`src/rtl/attn_av_scheduler.sv`:
```
// Control FSM for the attention A*V datapath: column/tile loads, multiplier issue, accumulate, writeback.
// Optional feature: define ATTN_SCHED_PERF_CNT_EN to add the 32-bit busy-cycle counter output perf_cycles.
module attn_av_scheduler #(
  parameter int NUM_COLS    = 8,
  parameter int NUM_TILES   = 4,
  parameter int TIMEOUT_CYC = 16
) (
  input  logic                         clk,
  input  logic                         rst,
  input  logic                         start,
  input  logic [2*NUM_COLS-1:0]        precision_sel,
  input  logic                         mul_valid,
  output logic                         load_col,
  output logic                         load_tile,
  output logic                         compute_valid,
  output logic                         accum_en,
  output logic                         store_out,
  output logic [$clog2(NUM_COLS)-1:0]  col_idx,
  output logic [$clog2(NUM_TILES)-1:0] tile_idx,
  output logic [1:0]                   cur_prec,
  output logic                         busy,
  output logic                         done,
  output logic                         error
`ifdef ATTN_SCHED_PERF_CNT_EN
  ,
  output logic [31:0]                  perf_cycles
`endif
);

  localparam int CW = $clog2(NUM_COLS);
  localparam int TW = $clog2(NUM_TILES);
  localparam int WW = $clog2(TIMEOUT_CYC + 1);
  localparam logic [CW-1:0] LAST_COL  = CW'(NUM_COLS - 1);
  localparam logic [TW-1:0] LAST_TILE = TW'(NUM_TILES - 1);

  typedef enum logic [2:0] {
    S_IDLE, S_LOAD_COL, S_LOAD_TILE, S_ISSUE, S_WAIT, S_ACCUM, S_STORE, S_DONE
  } state_t;

  state_t                state_q, state_d;
  logic [CW-1:0]         col_q, col_d;
  logic [TW-1:0]         tile_q, tile_d;
  logic [WW-1:0]         wait_q, wait_d;
  logic [2*NUM_COLS-1:0] prec_q, prec_d;
  logic                  err_q, err_d;
  logic [CW:0]           prec_base;

  // Multiplier latency in cycles; the reserved code 11 behaves as FP16.
  function automatic int latency(input logic [1:0] p);
    case (p)
      2'b00:   latency = 1;
      2'b01:   latency = 2;
      default: latency = 4;
    endcase
  endfunction

  assign prec_base = {col_q, 1'b0};
  assign cur_prec  = prec_q[prec_base +: 2];

  always_ff @(posedge clk) begin
    if (rst) begin
      state_q <= S_IDLE;
      col_q   <= '0;
      tile_q  <= '0;
      wait_q  <= '0;
      prec_q  <= '0;
      err_q   <= 1'b0;
    end else begin
      state_q <= state_d;
      col_q   <= col_d;
      tile_q  <= tile_d;
      wait_q  <= wait_d;
      prec_q  <= prec_d;
      err_q   <= err_d;
    end
  end

  always_comb begin
    state_d = state_q;
    col_d   = col_q;
    tile_d  = tile_q;
    wait_d  = wait_q;
    prec_d  = prec_q;
    err_d   = err_q;
    case (state_q)
      S_IDLE: begin
        if (start) begin
          prec_d  = precision_sel;
          col_d   = '0;
          tile_d  = '0;
          err_d   = 1'b0;
          state_d = S_LOAD_COL;
        end
      end
      S_LOAD_COL, S_LOAD_TILE: state_d = S_ISSUE;
      S_ISSUE: begin
        wait_d  = '0;
        state_d = S_WAIT;
      end
      S_WAIT: begin
        // A result arriving before the precision's latency has elapsed is spurious.
        wait_d = wait_q + 1'b1;
        if (mul_valid && (int'(wait_q) + 1 >= latency(cur_prec))) begin
          state_d = S_ACCUM;
        end else if (int'(wait_q) + 1 >= TIMEOUT_CYC) begin
          err_d   = 1'b1;
          state_d = S_DONE;
        end
      end
      S_ACCUM: begin
        if (tile_q != LAST_TILE) begin
          tile_d  = tile_q + 1'b1;
          state_d = S_LOAD_TILE;
        end else if (col_q != LAST_COL) begin
          col_d   = col_q + 1'b1;
          tile_d  = '0;
          state_d = S_LOAD_COL;
        end else begin
          state_d = S_STORE;
        end
      end
      S_STORE: state_d = S_DONE;
      S_DONE:  state_d = S_IDLE;
      default: state_d = S_IDLE;
    endcase
  end

  assign load_col      = (state_q == S_LOAD_COL);
  assign load_tile     = (state_q == S_LOAD_TILE);
  assign compute_valid = (state_q == S_ISSUE);
  assign accum_en      = (state_q == S_ACCUM);
  assign store_out     = (state_q == S_STORE);
  assign done          = (state_q == S_DONE);
  assign busy          = (state_q != S_IDLE);
  assign col_idx       = col_q;
  assign tile_idx      = tile_q;
  assign error         = err_q;

`ifdef ATTN_SCHED_PERF_CNT_EN
  logic [31:0] perf_q, perf_d;

  always_comb begin
    perf_d = perf_q;
    if (state_q == S_IDLE) begin
      if (start) perf_d = '0;
    end else begin
      perf_d = perf_q + 32'd1;
    end
  end

  always_ff @(posedge clk) begin
    if (rst) perf_q <= '0;
    else     perf_q <= perf_d;
  end

  assign perf_cycles = perf_q;
`endif

endmodule

```
`config.mk`:
```
export PLATFORM = sky130hd
export DESIGN_NAME = attn_av_scheduler
export DESIGN_NICKNAME = d
export VERILOG_FILES = /design/src/rtl/attn_av_scheduler.sv
export SDC_FILE = /design/constraint.sdc
export NUM_CORES = 1
export LEC_CHECK = 0
export CORE_AREA = 8 8 71 73
export CTS_CLUSTER_DIAMETER = 30
export CTS_CLUSTER_SIZE = 25
export DETAILED_ROUTE_END_ITERATION = 10
export DIE_AREA = 0 0 79 81
export PLACE_DENSITY = 0.73
export SYNTH_ARGS = -nofsm -noshare
export SYNTH_HDL_FRONTEND = slang
export SYNTH_SLANG_ARGS = --single-unit
```
`constraint.sdc`:
```
create_clock -name clk -period 2.8 [get_ports clk]
set_input_delay 0.56 -clock clk [delete_from_list [all_inputs] [get_ports clk]]
set_output_delay 0.56 -clock clk [all_outputs]
set_load 0.02 [all_outputs]
```
==> impl_metrics.py, run 1 <==
metrics = {
    "run_status": {
        "outcome": "finished clean",
    },
    "timing": {
        "hold_violations": 0,
        "report.final.slew_viol_count": 0,
        "fin_tns_setup_ps": 0,
        "period_share_pct": 96.0,
        "clock_skew_ps": 7.15,
        "slew_headroom_pct": 63.9,
        "fin_crit_ps": 2690,
        "worst_pin_slew_ps": 539,
        "rsz0062_at_grt": "no",
        "whs_ps": 452,
        "max_freq_mhz": 372,
        "finalSetupViolations": 0,
    },
    "die": {
        "io_pins": 35,
        "die_w_um": 79,
        "core_um2": 3910,
        "die_area_um2": 6400,
        "num_rows": 23,
        "initial_core_util_pct": 38.9,
        "die_y_um": 81,
    },
    "detailed_routing": {
        "wl_mm": 3.55,
        "num_vias": 1355,
        "ant_nets": 0,
        "drtIter0Drc": 85,
        "drc_errors": 0,
        "first_pass_iters": 4,
        "wire_per_inst_um": 13.4,
        "via_per_inst": 5.11,
    },
    "setup_path": {
        "endpoint_kind": "output port",
        "cp_slowest_stage_delay_ps": 560,
        "path_buf_inv": 1,
        "critPathLaunchType": "register",
        "required_ps": 2240,
        "crit_slowest_cell": "clkdlybuf4s50_1",
        "worst-path-max-fanout": 8,
        "cp.arrival_ps": 2130,
        "worstSetupPathType": "reg2out",
        "cpLargestDelayFamily": "multiplexers",
        "crit_chain": "mux4_2 > mux2_2 > clkdlybuf4s50_1",
    },
    "synth": {
        "synth_top_area_cell": "dfxtp_1",
        "syn_inst": 180,
        "yosys_warnings": 0,
        "synth-seq-cells": 30,
        "synthesis.nets": 207,
        "yosysSeqAreaShare_pct": 39.4,
        "yosys-top-cells-area": "dfxtp_1 (39%), nand2_1 (8.6%), a21oi_1 (8.5%), mux4_2 (5.9%), ha_1 (5.7%)",
        "yosysUniqueCellTypes": 35,
        "netlist_area_um2": 1520,
        "yosysTopAreaCellShare_pct": 39.4,
        "syn-mean-instance-area_um2": 8.47,
    },
    "clock_network": {
        "htreeDepth": 2,
        "clock_latency_ps": 280,
        "cts_tree": "done",
        "cts.clk_slew.worst_paths_ps": 70,
        "cts-buffers-inserted": 5,
        "root_buffer": "clkbuf_8",
        "cts_buffer_depth": 2,
        "clock-sinks": 30,
        "holdBufCountCts": 0,
    },
    "finish": {
        "diodes": 0,
        "final_common_cell": "nand2_1",
        "fillers": 392,
        "finalNetCount": 241,
        "final_util_pct": 51.1,
        "area_delta_synth_final_pct": 31.1,
        "multiInputGateArea_um2": 865,
        "drive_gt1_share_pct": 9.30,
        "final_cell_mix": "nand2_1 (35), clkdlybuf4s50_1 (34), dfxtp_1 (29)",
        "ff_latch_area_um2": 602,
    },
    "grt": {
        "grt_pass1_wl_mm": 5.75,
        "grt_max_degree": 17,
        "antenna_found_initial": 0,
        "grt_overflow": 0,
        "grt_usage_pct": 11.2,
        "grt_pass1_vias": 1211,
    },
    "hold_path": {
        "min_path_type": "reg2reg",
    },
    "power_and_ir_drop": {
        "power_leakage_nw": 0.760,
        "power_density_nw_per_um2": 712,
        "ir_drop_mv": 0.369,
    },
    "placement": {
        "portBuffers": 34,
        "hpwl_mm": 2.66,
        "gp_congestion": 0.867,
    },
    "job": {
        "drv_cap": 0,
    },
}
-- Yosys cell counts --
cell type,count
a32oi_1,1
nor4b_4,1
and2_1,2
or3_1,2
a22oi_1,3
nand2b_1,1
nor3_1,4
nor2_1,15
a21boi_0,2
nand2_1,35
nor2b_1,1
o311ai_0,1
a21o_1,2
or3b_2,1
nor3b_1,4
o31ai_1,1
inv_1,5
mux4_2,4
a21oi_1,26
or3b_4,1
o21ai_0,7
xor2_1,1
nand3_1,2
nand3b_1,2
clkbuf_1,4
dfxtp_1,30
and3b_1,3
a2bb2oi_1,1
xnor2_1,1
ha_1,7
and3_1,1
mux2i_1,1
nand4b_1,1
mux2_2,2
buf_2,5
-- metal layers --
| metal | share of wire (%) | track usage [%] |
|---|---|---|
| met5 | 0 | 0 |
| met4 | 2.2 | 6.85 |
| met3 | 5.0 | 2.21 |
| met2 | 45 | 16.6 |
| met1 | 47 | 14.8 |
-- stage by stage --
step | power [mW] | setup WS, ps | cells | area [um^2]
finish | 1.42 | 112 | 265 | 2000
global route | 1.51 | 46.0 | 265 | 2000
CTS | 1.43 | 90.2 | 265 | 2000
detailed placement | 1.07 | 79.2 | 257 | 1900
global placement | 1.06 | 196 | 257 | 1900
floorplan | 0.892 | 86.9 | 180 | 1520
-- area by class of cell --
class	instances	area share [%]
Inverter	5	0.939
Multi-Input combinational cell	136	43.3
Tap cell	50	3.13
Clock inverter	2	0.626
Sequential cell	30	30.1
Clock buffer	6	4.13
Timing Repair Buffer	36	17.8
-- tightest hold or removal path, cell delays in order (launching register included) --
cell and delay, ps:
dfxtp_1 310, nand2_1 50, a21oi_1 50
-- sequential cells by signal, summed over array words and instances (netlist names) --
| name | cells |
|---|---|
| wait_q | 5 |
| error | 1 |
| state_q | 3 |
| tile_idx | 2 |
| prec_q | 16 |
| col_idx | 3 |
-- where the power goes --
group	internal (mW)	leakage, nW	switching (mW)
sequential	0.489	0.245	0.0971
combinational	0.228	0.468	0.243
clock	0.197	0.0472	0.169
total	0.914	0.759	0.509
-- logic make-up (layout without fill, tap and decap cells) --
family	Yosys count	after routing	share of synthesized area, %
xor+xnor	2	2	1.15
flops	30	30	39.4
mux	7	7	8.05
fa+ha+maj	7	7	5.75
compound gates	44	44	16.5
simple gates	76	76	25.3
buf+inv	14	49	3.86
-- worst paths after layout --
check | start | end | slack (ps) | cells past startpoint
worst max-delay path | col_idx[0]$_SDFFE_PP0P_ | cur_prec[0] | 110 | 3
worst min register to register | prec_q[4]$_SDFFE_PP0P_ | prec_q[4]$_SDFFE_PP0P_ | 450 | 2
worst max register to register | col_idx[0]$_SDFFE_PP0P_ | state_q[0]$_SDFFE_PP0P_ | 320 | 8
worst min-delay path | prec_q[4]$_SDFFE_PP0P_ | prec_q[4]$_SDFFE_PP0P_ | 450 | 2
-- repair_timing --
item | CTS | global route
endpoints found under the setup margin | 2 | 1
cloned | 0 | 0
gates resized for setup | 1 | 1
endpoints found under the hold margin | 0 | 0
buffers inserted | 0 | 0
(Power assumes the default switching activity.)
==> run 2: changes to the inputs <==
Settings changed: HOLD_SLACK_MARGIN from default to 0.15.
==> results of run 2 <==
Final layout, timing and power as in run 1 (identical DEF).
==> run 3: changes to the inputs <==
Settings changed: SETUP_SLACK_MARGIN from default to 0.4.
==> impl_metrics.py, run 3 (synthesized netlist as in run 1, its figures left out) <==
metrics = {
    "die": {
        "die_area_um2": 6400,
        "num_rows": 23,
        "initial_core_util_pct": 38.9,
        "die_w_um": 79,
        "die_y_um": 81,
        "core_um2": 3910,
        "io_pins": 35,
    },
    "timing": {
        "max_freq_mhz": 425,
        "worst_pin_slew_ps": 512,
        "finalSetupViolations": 0,
        "fin_tns_setup_ps": 0,
        "report.final.slew_viol_count": 0,
        "period_share_pct": 84.1,
        "slew_headroom_pct": 65.8,
        "fin_crit_ps": 2350,
        "clock_skew_ps": 11.0,
        "rsz0062_at_grt": "yes",
        "hold_violations": 0,
    },
    "placement": {
        "dp_cells": 257,
        "portBuffers": 34,
        "gp_congestion": 0.802,
        "hpwl_mm": 2.51,
    },
    "setup_path": {
        "r2r_end": "state_q[0]$_SDFFE_PP0P_",
        "worst-path-max-fanout": 7,
        "ff2ff_setup_slack_ps": 520,
        "critPathLaunchType": "register",
        "rr_worst_depth": 8,
        "endpoint_kind": "output port",
        "worstSetupPathType": "reg2out",
        "cp.arrival_ps": 1790,
        "required_ps": 2240,
        "reg2reg_from": "col_idx[0]$_SDFFE_PP0P_",
    },
    "detailed_routing": {
        "wl_mm": 3.54,
        "drtIter0Drc": 75,
        "first_pass_iters": 4,
        "wl_met1_mm": 1.62,
        "route.met3.wl_um": 150,
        "wire_per_inst_um": 13.3,
        "num_vias": 1352,
        "via_per_inst": 5.08,
        "dr_wl_met2_mm": 1.69,
        "top_layer_used": "met4",
        "ant_nets": 0,
        "drc_errors": 0,
    },
    "clock_network": {
        "holdBufCountCts": 0,
        "htreeDepth": 2,
        "cts-buffers-inserted": 5,
        "cts_buffer_depth": 2,
        "cts_tree": "done",
        "clock_latency_ps": 290,
        "clock-sinks": 30,
        "cts.clk_slew.worst_paths_ps": 60,
        "root_buffer": "clkbuf_8",
    },
    "hold_path": {
        "whs_path_depth": 2,
        "min_path_type": "reg2reg",
        "hold_end": "prec_q[1]$_SDFFE_PP0P_",
        "hold_path.startpoint": "prec_q[1]$_SDFFE_PP0P_",
    },
    "finish": {
        "drive_gt1_share_pct": 11.1,
        "largest-register": "prec_q",
        "final_common_cell": "nand2_1",
        "largestRegisters": "prec_q (16), wait_q (5)",
        "stdcell_count": 266,
        "fillers": 401,
        "finalNetCount": 242,
        "largest_register_ffs": 16,
        "area_delta_synth_final_pct": 34.0,
        "diodes": 0,
        "final_cell_mix": "nand2_1 (35), clkdlybuf4s50_1 (32), a21oi_1 (26), dfxtp_1 (26), nor2_1 (15)",
    },
    "grt": {
        "antenna_found_initial": 0,
        "grt_pass1_vias": 1336,
        "grt_usage_pct": 11.9,
        "grt_overflow": 0,
        "grt_pass1_wl_mm": 6.08,
        "grt_max_degree": 30,
    },
    "job": {
        "drv_cap": 0,
    },
    "power_and_ir_drop": {
        "ir_drop_mv": 0.302,
        "power_leakage_nw": 0.781,
        "power_density_nw_per_um2": 731,
    },
    "run_status": {
        "outcome": "finished clean",
    },
}
## run 3: worst max path at each step
stage	from	end	depth (start not counted)
after floorplan	col_idx[0]$_SDFFE_PP0P_	state_q[0]$_SDFFE_PP0P_	9
after global placement	col_idx[0]$_SDFFE_PP0P_	state_q[0]$_SDFFE_PP0P_	8
after detailed placement	col_idx[0]$_SDFFE_PP0P_	state_q[0]$_SDFFE_PP0P_	8
after CTS	state_q[1]$_SDFFE_PP0P_	compute_valid	2
after global routing	col_idx[0]$_SDFFE_PP0P_	state_q[0]$_SDFFE_PP0P_	8
final	col_idx[0]$_SDFFE_PP0P_	cur_prec[1]	3
## run 3: metal layers
layer	vias up	global-route usage [%]
met5	-	0
met1	616	13.6
met3	9	4.30
met2	27	19.4
li1	700	-
met4	0	5.56
## run 3: where the power goes
group          internal [mW]  switching [mW]  total, mW
clock                  0.266           0.163      0.429
combinational          0.230           0.245      0.474
sequential             0.492          0.0961      0.588
## run 3: cell type report
cell class / instances / area (um^2) / share of cell area (%)
Clock buffer: 7 / 76.3 / 3.74
Clock inverter: 1 / 30.0 / 1.47
Inverter: 5 / 18.8 / 0.919
Multi-Input combinational cell: 136 / 885 / 43.3
Sequential cell: 30 / 608 / 29.8
Tap cell: 50 / 62.6 / 3.06
Timing Repair Buffer: 37 / 362 / 17.7
## run 3: metrics by stage
step | hold slack (ps) | util [%] | setup WS [ps] | instance area, um^2 | power (mW)
3_5_place_dp | 448 | 48.9 | 444 | 1910 | 1.06
5_1_grt | 476 | 52.2 | 369 | 2040 | 1.59
2_1_floorplan | 433 | - | 414 | 1540 | 0.894
4_1_cts | 457 | 51.6 | 408 | 2020 | 1.49
6_report | 458 | 52.2 | 446 | 2040 | 1.49
3_3_place_gp | 445 | 48.9 | 477 | 1910 | 1.06
## run 3: timing repair
action,CTS,global route
buffers inserted,0,1
gates cloned,0,0
gates resized for setup,4,4
setup endpoints to repair,3,7
## run 3: worst max-delay path, stage by stage, from the launching register on
cell,delay [ps]
dfxtp_4,400
mux4_2,500
mux2_4,290
dlygate4sd2_1,330
